`config.mk`:
```
export PLATFORM = sky130hd
export DESIGN_NAME = uart_stream_bridge_flat
export DESIGN_NICKNAME = d
export VERILOG_FILES = /design/src/rtl/uart_stream_bridge_if.sv /design/src/rtl/uart_stream_bridge.sv /design/src/flat_wrapper.sv
export SDC_FILE = /design/constraint.sdc
export NUM_CORES = 1
export LEC_CHECK = 0
export ABC_AREA = 0
export CAP_MARGIN = 10
export CORE_ASPECT_RATIO = 1.75
export CORE_MARGIN = 2
export CORE_UTILIZATION = 45
export CTS_CLUSTER_SIZE = 25
export DETAILED_ROUTE_END_ITERATION = 8
export HOLD_SLACK_MARGIN = 0.02
export PLACE_DENSITY = 0.66
export SYNTH_ARGS = -nofsm -noshare
export SYNTH_HDL_FRONTEND = slang
export SYNTH_SLANG_ARGS = --single-unit
```
`constraint.sdc`:
```
create_clock -name clk -period 3.7 [get_ports clk]
set_clock_uncertainty 0.15 [all_clocks]
set_input_delay 0.74 -clock clk [delete_from_list [all_inputs] [get_ports clk]]
set_output_delay 0.74 -clock clk [all_outputs]
set_load 0.005 [all_outputs]
```
`src/rtl/uart_stream_bridge_if.sv`:
```
// Byte-stream and simpleuart register-port signals of uart_stream_bridge.
// The master modport is the bridge side; slave is the stream/UART environment.
interface uart_stream_bridge_if;
  logic        s_tx_valid;
  logic        s_tx_ready;
  logic [7:0]  s_tx_data;
  logic        m_rx_valid;
  logic        m_rx_ready;
  logic [7:0]  m_rx_data;
  logic [3:0]  reg_div_we;
  logic [31:0] reg_div_di;
  logic [3:0]  reg_dat_we;
  logic [31:0] reg_dat_di;
  logic [31:0] reg_dat_do;
  logic        reg_dat_wait;

  modport master (
    input  s_tx_valid, s_tx_data, m_rx_ready, reg_dat_do, reg_dat_wait,
    output s_tx_ready, m_rx_valid, m_rx_data, reg_div_we, reg_div_di, reg_dat_we, reg_dat_di
  );

  modport slave (
    output s_tx_valid, s_tx_data, m_rx_ready, reg_dat_do, reg_dat_wait,
    input  s_tx_ready, m_rx_valid, m_rx_data, reg_div_we, reg_div_di, reg_dat_we, reg_dat_di
  );
endinterface

```
`src/rtl/uart_stream_bridge.sv`:
```
// Stream-to-simpleuart initiator: TX FIFO drains into data-register writes,
// RX FIFO fills from data-register polls, with fair TX/RX arbitration.
module uart_stream_bridge #(
  parameter int          TX_DEPTH     = 16,
  parameter int          RX_DEPTH     = 16,
  parameter logic [31:0] INIT_DIVIDER = 32'd868
) (
  input  logic                      clk,
  input  logic                      reset,
  uart_stream_bridge_if.master      bus,
  output logic [$clog2(TX_DEPTH):0] tx_level,
  output logic [$clog2(RX_DEPTH):0] rx_level
);
  localparam int TX_AW = $clog2(TX_DEPTH);
  localparam int RX_AW = $clog2(RX_DEPTH);
  localparam logic [TX_AW:0] TX_FULL_LVL = (TX_AW + 1)'(TX_DEPTH);
  localparam logic [RX_AW:0] RX_FULL_LVL = (RX_AW + 1)'(RX_DEPTH);

  typedef enum logic [1:0] {ST_INIT, ST_IDLE, ST_TX, ST_RX} state_t;

  state_t           state, state_nxt;
  logic             pref_rx, pref_rx_nxt;
  logic [7:0]       tx_mem [TX_DEPTH];
  logic [7:0]       rx_mem [RX_DEPTH];
  logic [TX_AW-1:0] tx_wr_ptr, tx_rd_ptr;
  logic [RX_AW-1:0] rx_wr_ptr, rx_rd_ptr;
  logic             tx_full, rx_full, tx_cand, rx_cand;
  logic             tx_push, tx_pop, rx_push, rx_pop;

  assign tx_full = (tx_level == TX_FULL_LVL);
  assign rx_full = (rx_level == RX_FULL_LVL);
  assign tx_cand = (tx_level != '0);
  assign rx_cand = !rx_full;

  assign bus.s_tx_ready = !reset && !tx_full;
  assign bus.m_rx_valid = (rx_level != '0);
  assign bus.m_rx_data  = rx_mem[rx_rd_ptr];

  assign tx_push = bus.s_tx_valid && bus.s_tx_ready;
  assign tx_pop  = (state == ST_TX) && !bus.reg_dat_wait;
  assign rx_push = (state == ST_RX) && !bus.reg_dat_wait;
  assign rx_pop  = bus.m_rx_valid && bus.m_rx_ready;

  always_comb begin
    state_nxt       = state;
    pref_rx_nxt     = pref_rx;
    bus.reg_div_we  = 4'h0;
    bus.reg_div_di  = 32'h0;
    bus.reg_dat_we  = 4'h0;
    bus.reg_dat_di  = 32'h0;
    case (state)
      ST_INIT: begin
        bus.reg_div_we = 4'hF;
        bus.reg_div_di = INIT_DIVIDER;
        state_nxt      = ST_IDLE;
      end
      ST_IDLE: begin
        // Contention goes to whichever side was not served last.
        if (tx_cand && rx_cand) state_nxt = pref_rx ? ST_RX : ST_TX;
        else if (tx_cand)       state_nxt = ST_TX;
        else if (rx_cand)       state_nxt = ST_RX;
      end
      ST_TX: begin
        bus.reg_dat_we = 4'b0001;
        bus.reg_dat_di = {24'h0, tx_mem[tx_rd_ptr]};
        if (!bus.reg_dat_wait) begin
          pref_rx_nxt = 1'b1;
          state_nxt   = ST_IDLE;
        end
      end
      ST_RX: begin
        // A stalled poll is simply abandoned; the next one retries.
        bus.reg_dat_we = 4'b0100;
        pref_rx_nxt    = 1'b0;
        state_nxt      = ST_IDLE;
      end
      default: state_nxt = ST_INIT;
    endcase
    if (reset) begin
      bus.reg_div_we = 4'h0;
      bus.reg_div_di = 32'h0;
      bus.reg_dat_we = 4'h0;
      bus.reg_dat_di = 32'h0;
    end
  end

  always_ff @(posedge clk) begin
    if (reset) begin
      state     <= ST_INIT;
      pref_rx   <= 1'b0;
      tx_wr_ptr <= '0;
      tx_rd_ptr <= '0;
      rx_wr_ptr <= '0;
      rx_rd_ptr <= '0;
      tx_level  <= '0;
      rx_level  <= '0;
    end else begin
      state   <= state_nxt;
      pref_rx <= pref_rx_nxt;
      if (tx_push) tx_wr_ptr <= tx_wr_ptr + 1'b1;
      if (tx_pop)  tx_rd_ptr <= tx_rd_ptr + 1'b1;
      if (rx_push) rx_wr_ptr <= rx_wr_ptr + 1'b1;
      if (rx_pop)  rx_rd_ptr <= rx_rd_ptr + 1'b1;
      case ({tx_push, tx_pop})
        2'b10:   tx_level <= tx_level + 1'b1;
        2'b01:   tx_level <= tx_level - 1'b1;
        default: tx_level <= tx_level;
      endcase
      case ({rx_push, rx_pop})
        2'b10:   rx_level <= rx_level + 1'b1;
        2'b01:   rx_level <= rx_level - 1'b1;
        default: rx_level <= rx_level;
      endcase
    end
  end

  always_ff @(posedge clk) begin
    if (tx_push) tx_mem[tx_wr_ptr] <= bus.s_tx_data;
    if (rx_push) rx_mem[rx_wr_ptr] <= bus.reg_dat_do[7:0];
  end
endmodule
```
`src/flat_wrapper.sv`:
```
// flat-port wrapper written by rule: the top's interface ports become plain ports
module uart_stream_bridge_flat 
#(
  parameter int          TX_DEPTH     = 16,
  parameter int          RX_DEPTH     = 16,
  parameter logic [31:0] INIT_DIVIDER = 32'd868
)
  (clk, reset, tx_level, rx_level, bus_s_tx_valid, bus_s_tx_data, bus_m_rx_ready, bus_reg_dat_do, bus_reg_dat_wait, bus_s_tx_ready, bus_m_rx_valid, bus_m_rx_data, bus_reg_div_we, bus_reg_div_di, bus_reg_dat_we, bus_reg_dat_di);
  uart_stream_bridge_if bus_i ();
  input  logic clk;
  input  logic reset;
  output logic [$clog2(TX_DEPTH):0] tx_level;
  output logic [$clog2(RX_DEPTH):0] rx_level;
  input wire logic [$bits(bus_i.s_tx_valid)-1:0] bus_s_tx_valid;
  input wire logic [$bits(bus_i.s_tx_data)-1:0] bus_s_tx_data;
  input wire logic [$bits(bus_i.m_rx_ready)-1:0] bus_m_rx_ready;
  input wire logic [$bits(bus_i.reg_dat_do)-1:0] bus_reg_dat_do;
  input wire logic [$bits(bus_i.reg_dat_wait)-1:0] bus_reg_dat_wait;
  output wire logic [$bits(bus_i.s_tx_ready)-1:0] bus_s_tx_ready;
  output wire logic [$bits(bus_i.m_rx_valid)-1:0] bus_m_rx_valid;
  output wire logic [$bits(bus_i.m_rx_data)-1:0] bus_m_rx_data;
  output wire logic [$bits(bus_i.reg_div_we)-1:0] bus_reg_div_we;
  output wire logic [$bits(bus_i.reg_div_di)-1:0] bus_reg_div_di;
  output wire logic [$bits(bus_i.reg_dat_we)-1:0] bus_reg_dat_we;
  output wire logic [$bits(bus_i.reg_dat_di)-1:0] bus_reg_dat_di;
  assign bus_i.s_tx_valid = bus_s_tx_valid;
  assign bus_i.s_tx_data = bus_s_tx_data;
  assign bus_i.m_rx_ready = bus_m_rx_ready;
  assign bus_i.reg_dat_do = bus_reg_dat_do;
  assign bus_i.reg_dat_wait = bus_reg_dat_wait;
  assign bus_s_tx_ready = bus_i.s_tx_ready;
  assign bus_m_rx_valid = bus_i.m_rx_valid;
  assign bus_m_rx_data = bus_i.m_rx_data;
  assign bus_reg_div_we = bus_i.reg_div_we;
  assign bus_reg_div_di = bus_i.reg_div_di;
  assign bus_reg_dat_we = bus_i.reg_dat_we;
  assign bus_reg_dat_di = bus_i.reg_dat_di;
  uart_stream_bridge #(.TX_DEPTH(TX_DEPTH), .RX_DEPTH(RX_DEPTH), .INIT_DIVIDER(INIT_DIVIDER)) u_core (.clk(clk), .reset(reset), .bus(bus_i), .tx_level(tx_level), .rx_level(rx_level));
endmodule
```
==> qor.txt <==
Final Wtd Congestion = 0.785
kind of end point of the critical path = output port
Final Non-Filler Cells = 1135
post-CTS sizing = 4
initial antenna violation count = 0
Synth Cell Area = 12200 um^2
Max Fclk = 0.273 GHz
area grow syn2layout = 13.7%
Synth async-reset ratio = 0%
# diodes = 0
Residual DRC = 0
reg2reg end = u_core.tx_level[4]
initial drt markers = 456
pwr/cell area = 487 nW/um^2
Root Driver = clkbuf_16
via/cell ratio = 5.35
Slew Limit Headroom = 43.0%
pin count of the biggest net entering global routing = 38
Clock Path Buffers = 3
reg2reg start = u_core.tx_level[0]
# Max-Cap Violations = 0
die span in y = 222 um
Peak supply drop = 397 uV
worst hold path depth = 1
first-pass GRT wire length = 37100 um
post-layout min period = 3.67 ns
number of H-tree levels = 1
WHS Endpoint = u_core.pref_rx
site row count = 79
die area = 28500 um^2
CTS tree = done
commonest non-fill, non-tap cell in the layout = edfxtp_1
critical path required time = 2.81 ns
PortBufs = 59
Seq/Total Area, Yosys = 69.1%
CTS Sinks = 293
hold crit path type = flop to flop
Main synth FF type = edfxtp_1
synthesized flop and latch total = 293
Slew Viols, Final = 0
Routed wire per std cell = 21.7 um
Global Route Usage Sum = 17.3%
worst-skew pair later-pin latency = 0.52 ns
CP Launch Point = reset
Num CTS Buffers = 25
Final Hold Fails = 0
Setup WS pre-CTS = -0.195 ns
Critical Path Fanout Max = 8
clock transition at the registers of the reported paths = 0.06 ns
post-CTS setup buffer count = 0
worst reg-to-reg setup slack = 0.48 ns
worst-margin pin slew = 0.852 ns
post-route setup slack = 0.0323 ns
Placed Instances = 1091
Die W = 128 um
critical path type = input port to output port
hold slack = 0.355 ns
ANT nets after route = 0
grt total ovfl = 0
starting density of the core = 45.8%
vias in the first global route = 6466
distinct cell type count after synthesis = 52
Syn Area/Cell = 17.0 um^2
CP startpoint kind = input port
share of cells above drive strength 1 = 18.2%
CTS Hold Bufs = 0
final wirelength = 24600 um
I/O pin count = 137
P_leak = 4.67 nW
outcome = finished, final reports clean
crit path DAT = 2.78 ns
Hold Crit Start = u_core.pref_rx
# nets final = 858
Synth Warn # = 0
Core ar. = 26600 um^2
final setup fails = 0
Pre-Repair DR Iteration Count = 4
most frequent cells in the layout = edfxtp_1 (256), mux4_2 (64), clkdlybuf4s50_1 (58)
EDFF count, synth = 256
Syn Inst Count = 715
HPWL after DPL = 17200 um
via count of the routed design = 6074
Worst R2R Path Depth = 9
fin crit share = 99.1%
[layer usage]
metal | global-route usage, % | up-vias | wire length [um]
li1 | - | 2814 | -
met2 | 35.3 | 124 | 14800
met1 | 17.2 | 3099 | 8450
met4 | 5.92 | 0 | 656
met3 | 2.00 | 37 | 717
met5 | 0 | - | 0
[per-stage QoR]
| stage | util [%] | power (W) | setup TNS [ns] | area, um^2 |
|---|---|---|---|---|
| after detailed placement | 49.1 | 0.00433 | -0.265 | 13100 |
| final | 52.1 | 0.00674 | 0 | 13900 |
| after floorplan | - | 0.00413 | 0 | 12400 |
| after global routing | 52.1 | 0.00698 | -0.0399 | 13900 |
| after global placement | 49.1 | 0.00431 | -0.0915 | 13100 |
| after CTS | 52.1 | 0.00681 | 0 | 13800 |
[report_power, final]
part / total, W / switching (W) / internal, W
clock network: 0.00249 / 0.00112 / 0.00137
registers: 0.00368 / 0.0000511 / 0.00363
logic: 0.000568 / 0.000280 / 0.000288
total: 0.00674 / 0.00145 / 0.00529
[cell families after synthesis]
logic type      synth area share (%)
compound gates                  3.90
mux                             12.2
other cells                   0.0308
fa+ha+maj                       2.01
buf+inv                         5.70
simple gates                    5.83
xor+xnor                        1.15
flops                           69.1
[how the worst max path moves through the flow]
stage	to	slack, ns
2_1_floorplan	u_core.tx_level[4]	0.59
3_3_place_gp	u_core.tx_level[4]	-0.09
3_5_place_dp	u_core.tx_level[4]	-0.20
4_1_cts	bus_reg_dat_di[6]	0.0006
5_1_grt	bus_reg_dat_di[5]	-0.02
6_report	bus_reg_dat_di[1]	0.03
[registers in the layout, indices dropped and copies added (netlist names), named ones only]
name and flops:
u_core.pref_rx 1, u_core.rx_level 5, u_core.state 2, u_core.tx_rd_ptr 4, u_core.tx_mem 128, u_core.tx_wr_ptr 4, u_core.rx_wr_ptr 4, u_core.rx_mem 128
u_core.rx_rd_ptr 4, u_core.tx_level 5
[final cells by class]
type / count / area (um^2)
fill: 2145 / 12700
clock buffer: 35 / 688
timing repair buffer: 93 / 873
clock inverter: 9 / 73.8
tap: 324 / 405
inverter: 26 / 97.6
multi-input combinational: 355 / 3290
sequential: 293 / 8430
[critical path: stages]
cell and delay, ns:
clkdlybuf4s50_1 0.54, nor3b_2 0.06, buf_4 0.16, nor3b_2 0.15, buf_4 0.17, a22oi_1 0.23, o221ai_1 0.23, clkdlybuf4s50_1 0.49
[synthesized netlist by cell type, types with 6 or more instances]
library cell,number,area (um^2)
mux4_2,64,1440
o221ai_1,9,78.8
nand4_1,6,37.5
edfxtp_1,256,7690
nor3_1,10,50.1
and2_1,9,56.3
xor2_1,11,96.3
a21oi_1,10,50.1
dfxtp_1,37,741
buf_4,61,458
nor2_1,44,165
nand2_1,23,86.3
clkbuf_1,16,60.1
a22oi_1,24,180
inv_1,26,97.6
buf_1,6,22.5
buf_2,9,45.0
and3_1,7,43.8
ha_1,18,225
Power figures use the tool's default switching activity.
